**config.mk**
```make
export PLATFORM = sky130hd
export DESIGN_NAME = univ_reg
export DESIGN_NICKNAME = d
export VERILOG_FILES = /design/src/rtl/univ_reg.sv
export SDC_FILE = /design/constraint.sdc
export NUM_CORES = 1
export LEC_CHECK = 0
export ABC_AREA = 1
export CORE_MARGIN = 2
export CORE_UTILIZATION = 52
export CTS_CLUSTER_SIZE = 14
export DETAILED_ROUTE_END_ITERATION = 16
export GPL_ROUTABILITY_DRIVEN = 0
export PLACE_DENSITY_LB_ADDON = 0.05
export SLEW_MARGIN = 20
export SYNTH_ARGS = -nofsm -noshare
export SYNTH_HDL_FRONTEND = slang
export SYNTH_SLANG_ARGS = --single-unit
```
**constraint.sdc**
```tcl
create_clock -name clk -period 2.8 [get_ports clk]
set_clock_uncertainty 0.1 [all_clocks]
set_input_delay 0.56 -clock clk [delete_from_list [all_inputs] [get_ports clk]]
set_output_delay 0.56 -clock clk [all_outputs]
set_load 0.005 [all_outputs]
```
**src/rtl/univ_reg.sv**
```systemverilog
// -----------------------------------------------------------------------------
// univ_reg
//   Parametrised universal register. It holds WIDTH bits and gives an
//   eight-mode datapath stage: hold, parallel load, shift left/right with
//   serial in, rotate left/right, and increment/decrement. It also has a
//   registered carry/borrow/shift-out flag and a zero indicator.
//
//   Priority on each rising edge: reset > preset > (en && mode op) > hold.
//
// Parameters
//   WIDTH      : register width in bits, 2..64
//   RESET_VAL  : value loaded by reset
//   PRESET_VAL : value loaded by preset
//
// Ports
//   clk    in   rising-edge clock
//   reset  in   synchronous active-high reset (q <= RESET_VAL, co <= 0)
//   preset in   synchronous active-high preset (q <= PRESET_VAL, co <= 0)
//   en     in   clock enable for mode operations
//   mode   in   [2:0] operation select
//   d      in   [WIDTH-1:0] parallel load data
//   sin_l  in   serial in for shift-right (enters MSB)
//   sin_r  in   serial in for shift-left (enters LSB)
//   q      out  [WIDTH-1:0] register contents
//   co     out  registered carry/borrow/shift-out of the last operation
//   zero   out  combinational, 1 when q == 0
// -----------------------------------------------------------------------------
module univ_reg #(
  parameter int                 WIDTH      = 8,
  parameter logic [WIDTH-1:0]   RESET_VAL  = '0,
  parameter logic [WIDTH-1:0]   PRESET_VAL = '1
) (
  input  logic             clk,
  input  logic             reset,
  input  logic             preset,
  input  logic             en,
  input  logic [2:0]       mode,
  input  logic [WIDTH-1:0] d,
  input  logic             sin_l,
  input  logic             sin_r,
  output logic [WIDTH-1:0] q,
  output logic             co,
  output logic             zero
);

  localparam logic [2:0] MODE_HOLD = 3'b000;
  localparam logic [2:0] MODE_LOAD = 3'b001;
  localparam logic [2:0] MODE_SHL  = 3'b010;
  localparam logic [2:0] MODE_SHR  = 3'b011;
  localparam logic [2:0] MODE_ROL  = 3'b100;
  localparam logic [2:0] MODE_ROR  = 3'b101;
  localparam logic [2:0] MODE_INC  = 3'b110;
  localparam logic [2:0] MODE_DEC  = 3'b111;

  // Catch illegal widths at elaboration rather than building a broken shifter.
  generate
    if (WIDTH < 2 || WIDTH > 64) begin : g_bad_width
      $error("univ_reg: WIDTH must be in 2..64");
    end
  endgenerate

  logic [WIDTH-1:0] q_reg;
  logic [WIDTH-1:0] q_next;
  logic             co_reg;
  logic             co_next;

  // Candidate results for every mode. They are computed in parallel and
  // then picked by mode.
  logic [WIDTH-1:0] shl_val;
  logic [WIDTH-1:0] shr_val;
  logic [WIDTH-1:0] rol_val;
  logic [WIDTH-1:0] ror_val;
  logic [WIDTH:0]   inc_sum;
  logic [WIDTH:0]   dec_diff;

  // Per-bit neighbour wiring for the shift and rotate paths. The end bits
  // take the serial input (shift) or the opposite end bit (rotate).
  generate
    for (genvar gi = 0; gi < WIDTH; gi++) begin : g_bit
      if (gi == 0) begin : g_lsb
        assign shl_val[gi] = sin_r;
        assign rol_val[gi] = q_reg[WIDTH-1];
      end else begin : g_lsb_n
        assign shl_val[gi] = q_reg[gi-1];
        assign rol_val[gi] = q_reg[gi-1];
      end

      if (gi == WIDTH-1) begin : g_msb
        assign shr_val[gi] = sin_l;
        assign ror_val[gi] = q_reg[0];
      end else begin : g_msb_n
        assign shr_val[gi] = q_reg[gi+1];
        assign ror_val[gi] = q_reg[gi+1];
      end
    end
  endgenerate

  // Arithmetic is done one bit wider than the register. The extra bit is the
  // carry out of INC. For DEC the extra bit is set only when 0 - 1 wraps,
  // so it already reads as the borrow.
  assign inc_sum  = {1'b0, q_reg} + {{WIDTH{1'b0}}, 1'b1};
  assign dec_diff = {1'b0, q_reg} - {{WIDTH{1'b0}}, 1'b1};

  always_comb begin
    q_next  = q_reg;
    co_next = co_reg;
    if (en) begin
      case (mode)
        MODE_HOLD: begin
          q_next  = q_reg;
          co_next = 1'b0;
        end
        MODE_LOAD: begin
          q_next  = d;
          co_next = 1'b0;
        end
        MODE_SHL: begin
          q_next  = shl_val;
          co_next = q_reg[WIDTH-1];
        end
        MODE_SHR: begin
          q_next  = shr_val;
          co_next = q_reg[0];
        end
        MODE_ROL: begin
          q_next  = rol_val;
          co_next = q_reg[WIDTH-1];
        end
        MODE_ROR: begin
          q_next  = ror_val;
          co_next = q_reg[0];
        end
        MODE_INC: begin
          q_next  = inc_sum[WIDTH-1:0];
          co_next = inc_sum[WIDTH];
        end
        MODE_DEC: begin
          q_next  = dec_diff[WIDTH-1:0];
          co_next = dec_diff[WIDTH];
        end
        default: begin
          q_next  = q_reg;
          co_next = co_reg;
        end
      endcase
    end
  end

  always_ff @(posedge clk) begin
    if (reset) begin
      q_reg  <= RESET_VAL;
      co_reg <= 1'b0;
    end else if (preset) begin
      q_reg  <= PRESET_VAL;
      co_reg <= 1'b0;
    end else begin
      q_reg  <= q_next;
      co_reg <= co_next;
    end
  end

  assign q    = q_reg;
  assign co   = co_reg;
  assign zero = (q_reg == '0);

endmodule

```
# ---- Yosys cells after proc, flatten, opt, wreduce, memory -nomap -nowiden
# Index checks and enable logic that the tools add are counted.
dict set report word_totals {
  reg_bits 9
  inputBits 17
  output_inout_bits 10
  wordCells 24
}
dict set report classes {
  addsub 2
  eq_ne 8
  n_mux 4
  n_reduce_logical 8
}
# operator count
set ops {}
lappend ops {{one-hot mux 8 bit (7 select lines)} 1}
lappend ops {{two-way mux 8 bit} 2}
lappend ops {{equality test 3 bit (second input constant)} 4}
lappend ops {{adder 8 x 1 -> 9 bit (second input constant)} 1}
lappend ops {{subtractor 8 x 1 -> 9 bit (second input constant)} 1}
lappend ops {{zero test 8 bit} 1}
lappend ops {{OR reduction 2 bit} 4}
lappend ops {{equality test 3 x 2 -> 1 bit (second input constant)} 2}
lappend ops {{one-hot mux 1 bit (5 select lines)} 1}
lappend ops {{equality test 3 x 1 -> 1 bit (second input constant)} 1}
lappend ops {{zero test 3 bit} 1}
lappend ops {{inequality test 2 bit (second input constant)} 1}
lappend ops {{AND reduction 2 bit} 1}
lappend ops {{nonzero test 2 bit} 1}

# ---- Longest topological paths before layout
dict set report logic_depth {
  ltp_word 4
  mapped_depth 10
  ltp_nobuf 10
}

# ---- Worst setup path before layout
# OpenSTA, ideal clock, no wires.
dict set report synth_path {
  path_kind {flip-flop to output port}
  startpoint {register q_reg[0] (netlist: q[0])}
  endpoint {output port zero}
  arrival_ns 0.905
  required_ns 2.140
  setup_slack_ns 1.235
  stages_incl_launch_ff 5
  n_path_buf 0
  cell_sequence {dfxtp_1 -> inv_2 -> ha_1 -> nand2_1 -> nor3_1}
}
dict set report synth_via {
  elab_chain_cells 1
}
# element line
set synth_lines {}
lappend synth_lines {{from (decl)} 62} ;# logic [WIDTH-1:0] q_reg;
lappend synth_lines {{from (signal assigned)} 157} ;# q_reg <= q_next;
lappend synth_lines {{zero test 8 bit} 164} ;# assign zero = (q_reg == '0);
lappend synth_lines {{to (decl)} 43} ;# output logic zero
# Every way passes these cells.

# ---- Worst setup path after layout
# Same ends and word-level chain as after synthesis.

==> summary.md <==
| Metric | Value |
|---|---|
| Largest net degree at the start of global routing | `13` |
| Final max-slew violation count | `0` |
| GR Util All Layers | `27.8%` |
| Antenna Violating Nets Remaining | `0` |
| Critical path cell sequence | `inv_2, ha_1, nand2_1, nor3_1, clkdlybuf4s50_1` |
| RR Startpoint | `q[0]` |
| Slew margin rel. | `75.7%` |
| Commonest cells after routing, fill and taps aside | `nand2_1 (51), nor2_1 (26), clkdlybuf4s50_1 (26)` |
| Yosys cell types | `26` |
| Status | `completed` |
| Power Dens Cells | `362 nW/µm²` |
| CP max-delay cell | `clkdlybuf4s50_1` |
| Critical path's largest stage delay | `520 ps` |
| Mapped Area | `1050 µm²` |
| Gr ovfl total | `0` |
| Share of the synthesized area in the top cell type | `18.2%` |
| Post-CTS resize count | `0` |
| Die area | `2400 µm²` |
| Final Critical Period | `2510 ps` |
| Initial core utilization | `54.2%` |
| Fill count | `200` |
| Ys flop type | `dfxtp_1` |
| Buffers on Ports | `26` |
| CTS H-tree lvls | `1` |
| Flop2flop setup slack | `1110 ps` |
| Leading cell type in the layout, fill and taps excluded | `nand2_1` |
| RSZ-0062 raised after global routing | `no` |
| Clock Tree Buf Depth | `2` |
| Post-route DRC | `0` |
| P&R area growth vs syn | `26.0%` |
| P_sw | `0.195 mW` |
| Worst skew pair latency | `270 ps` |
| Worst slew pin tran | `364 ps` |
| Reg2reg end | `q[2]` |
| Die height | `49.0 µm` |
| Share of layout cells above drive strength 1 | `7.76%` |
| Largest area contributor in the synthesized netlist | `nand2_1` |
| Number of synthesized flops with an enable pin | `0` |
| Sequential Power Share | `35.7%` |
| Iter 0 DRT Violations | `57` |
| ANT cells | `0` |
| Worst hold path type | `reg2reg` |
| CTS root buffer | `clkbuf_4` |
| Fmax | `399 MHz` |
| Avg Inst Size Synth | `5.37 µm²` |
| Vias in the first global route | `1,173` |
| Number of hold violations in the final report | `0` |
| Yosys reg bits | `9` |
| Worst path arrival time | `1850 ps` |
| Num CTS Buffers | `3` |
| Crit end category | `output port` |
| DR WL/cell | `12.1 µm` |
| Num Clock Sinks | `9` |
| Hold Startpoint | `co` |
| Initial antenna violation count | `0` |
| Number of synthesis warnings | `0` |
| WHS Path Cells | `2` |
| Max FO, Critical Path | `8` |
| Via/cell ratio | `5.39` |
| Final HPWL DP | `2.23 mm` |
| Register area share after synthesis | `17.1%` |
| Max_cap viols | `0` |
| I/O Pins | `27` |
| Int Pwr | `0.285 mW` |
| Final worst path period share | `89.5%` |
| Crit start category | `flip-flop` |
| Clock power frac | `23.8%` |
| Cells after Synth | `196` |
| Post-CTS setup buffer count | `0` |
| WHS Endpoint | `co` |
| Nets | `239` |
| Core box area | `1940 µm²` |
| WS Path Type | `reg2out` |
| First-pass GRT wire length | `5.33 mm` |
| Number of flip-flops in the largest register | `8` |
| Site Rows | `16` |
| Die width | `49.0 µm` |
| Fraction of registers with async set or reset after synthesis | `0%` |
| Pleak | `0.619 nW` |
| Multi-input logic area | `731 µm²` |
| Reg area | `180 µm²` |
| WL final | `2.99 mm` |
| Worst Slack Setup Final | `294 ps` |
| Combinational Power Share | `40.5%` |
| TNS Setup | `0 ps` |
| Critical path required time | `2140 ps` |
| Hold_buf cts | `0` |
| DRT Pass-1 Iters | `5` |
| Final setup fails | `0` |
| Vias | `1,325` |
| CTS clk-pin slew, worst paths | `70 ps` |
| VDD IR-drop max | `0.268 mV` |
| CTS tree | `built` |
| Reg2Reg Depth | `7` |
| Syn Nets | `215` |
| Sw Share | `40.6%` |
| Setup slack at placement | `439 ps` |
| Largest cells by area after synthesis | `nand2_1 (18%), dfxtp_1 (17%), nand3_1 (11%)` |
[power by group through the flow]
stage          combinational (mW)  clock (mW)  sequential, mW
2_1_floorplan               0.135           0           0.156
3_3_place_gp                0.187           0           0.173
3_5_place_dp                0.191           0           0.174
4_1_cts                     0.193       0.113           0.171
5_1_grt                     0.220       0.121           0.175
6_report                    0.194       0.114           0.171
[routing by layer]
layer	wire [µm]	share of wire, %	track usage (%)	up-vias
met5	0	0	0	-
met4	30	1.0	4.76	0
met3	193	6.5	5.21	6
met2	1430	48	47.7	58
met1	1340	45	36.7	579
li1	-	-	-	682
[cell type report]
class	count	share of cell area [%]
Inverter	25	7.17
Sequential cell	9	13.6
Tap cell	27	2.55
Timing Repair Buffer	26	19.6
Clock buffer	4	1.98
Multi-Input combinational cell	155	55.1
[metrics by stage]
step           util, %  instance area, µm²  hold WS [ps]  cells  total power, mW
6_report          68.3                1330           363    246            0.480
5_1_grt           68.3                1330           392    246            0.517
4_1_cts           68.3                1330           364    246            0.477
3_5_place_dp      66.9                1300           352    242            0.365
3_3_place_gp      66.9                1300           353    242            0.360
2_1_floorplan        -                1050           355    196            0.292
[worst max path at each step]
| stage | from | endpoint | slack, ps | depth (start not counted) |
|---|---|---|---|---|
| floorplan | q[0] | zero | 1230 | 4 |
| global placement | mode[1] | q[6] | 530 | 10 |
| detailed placement | mode[1] | q[7] | 440 | 10 |
| CTS | q[0] | zero | 330 | 5 |
| global route | q[0] | zero | 160 | 5 |
| finish | q[0] | zero | 290 | 5 |
[worst max-delay path: cells and delay by family (launching register included)]
family,cells,cell delay [ps]
adders and majority gates,1,200
DFF,1,390
buffers and inverters,2,680
and+or+nand+nor,2,300
[cells by family (layout without fill, tap and decap cells)]
logic type               count (synthesis)  after routing  share of synthesized area [%]
flip-flops                               9              9                           17.1
AO/OA/AOI/OAI                           34             34                           16.6
AND/OR/NAND/NOR                        119            119                           50.4
buffers and inverters                   32             55                           13.4
adder cells (fa/ha/maj)                  2              2                           2.38
[cells in the mapped netlist, types with 4 or more instances]
master   count
nand4_1      4
dfxtp_1      9
inv_2        4
inv_1       20
o21ai_1      4
nand3_1     24
nand2_1     51
nand2_2      5
a21oi_1     14
nor2_1      26
o21ai_0     14
No activity file was read; power rests on OpenSTA's default activity.
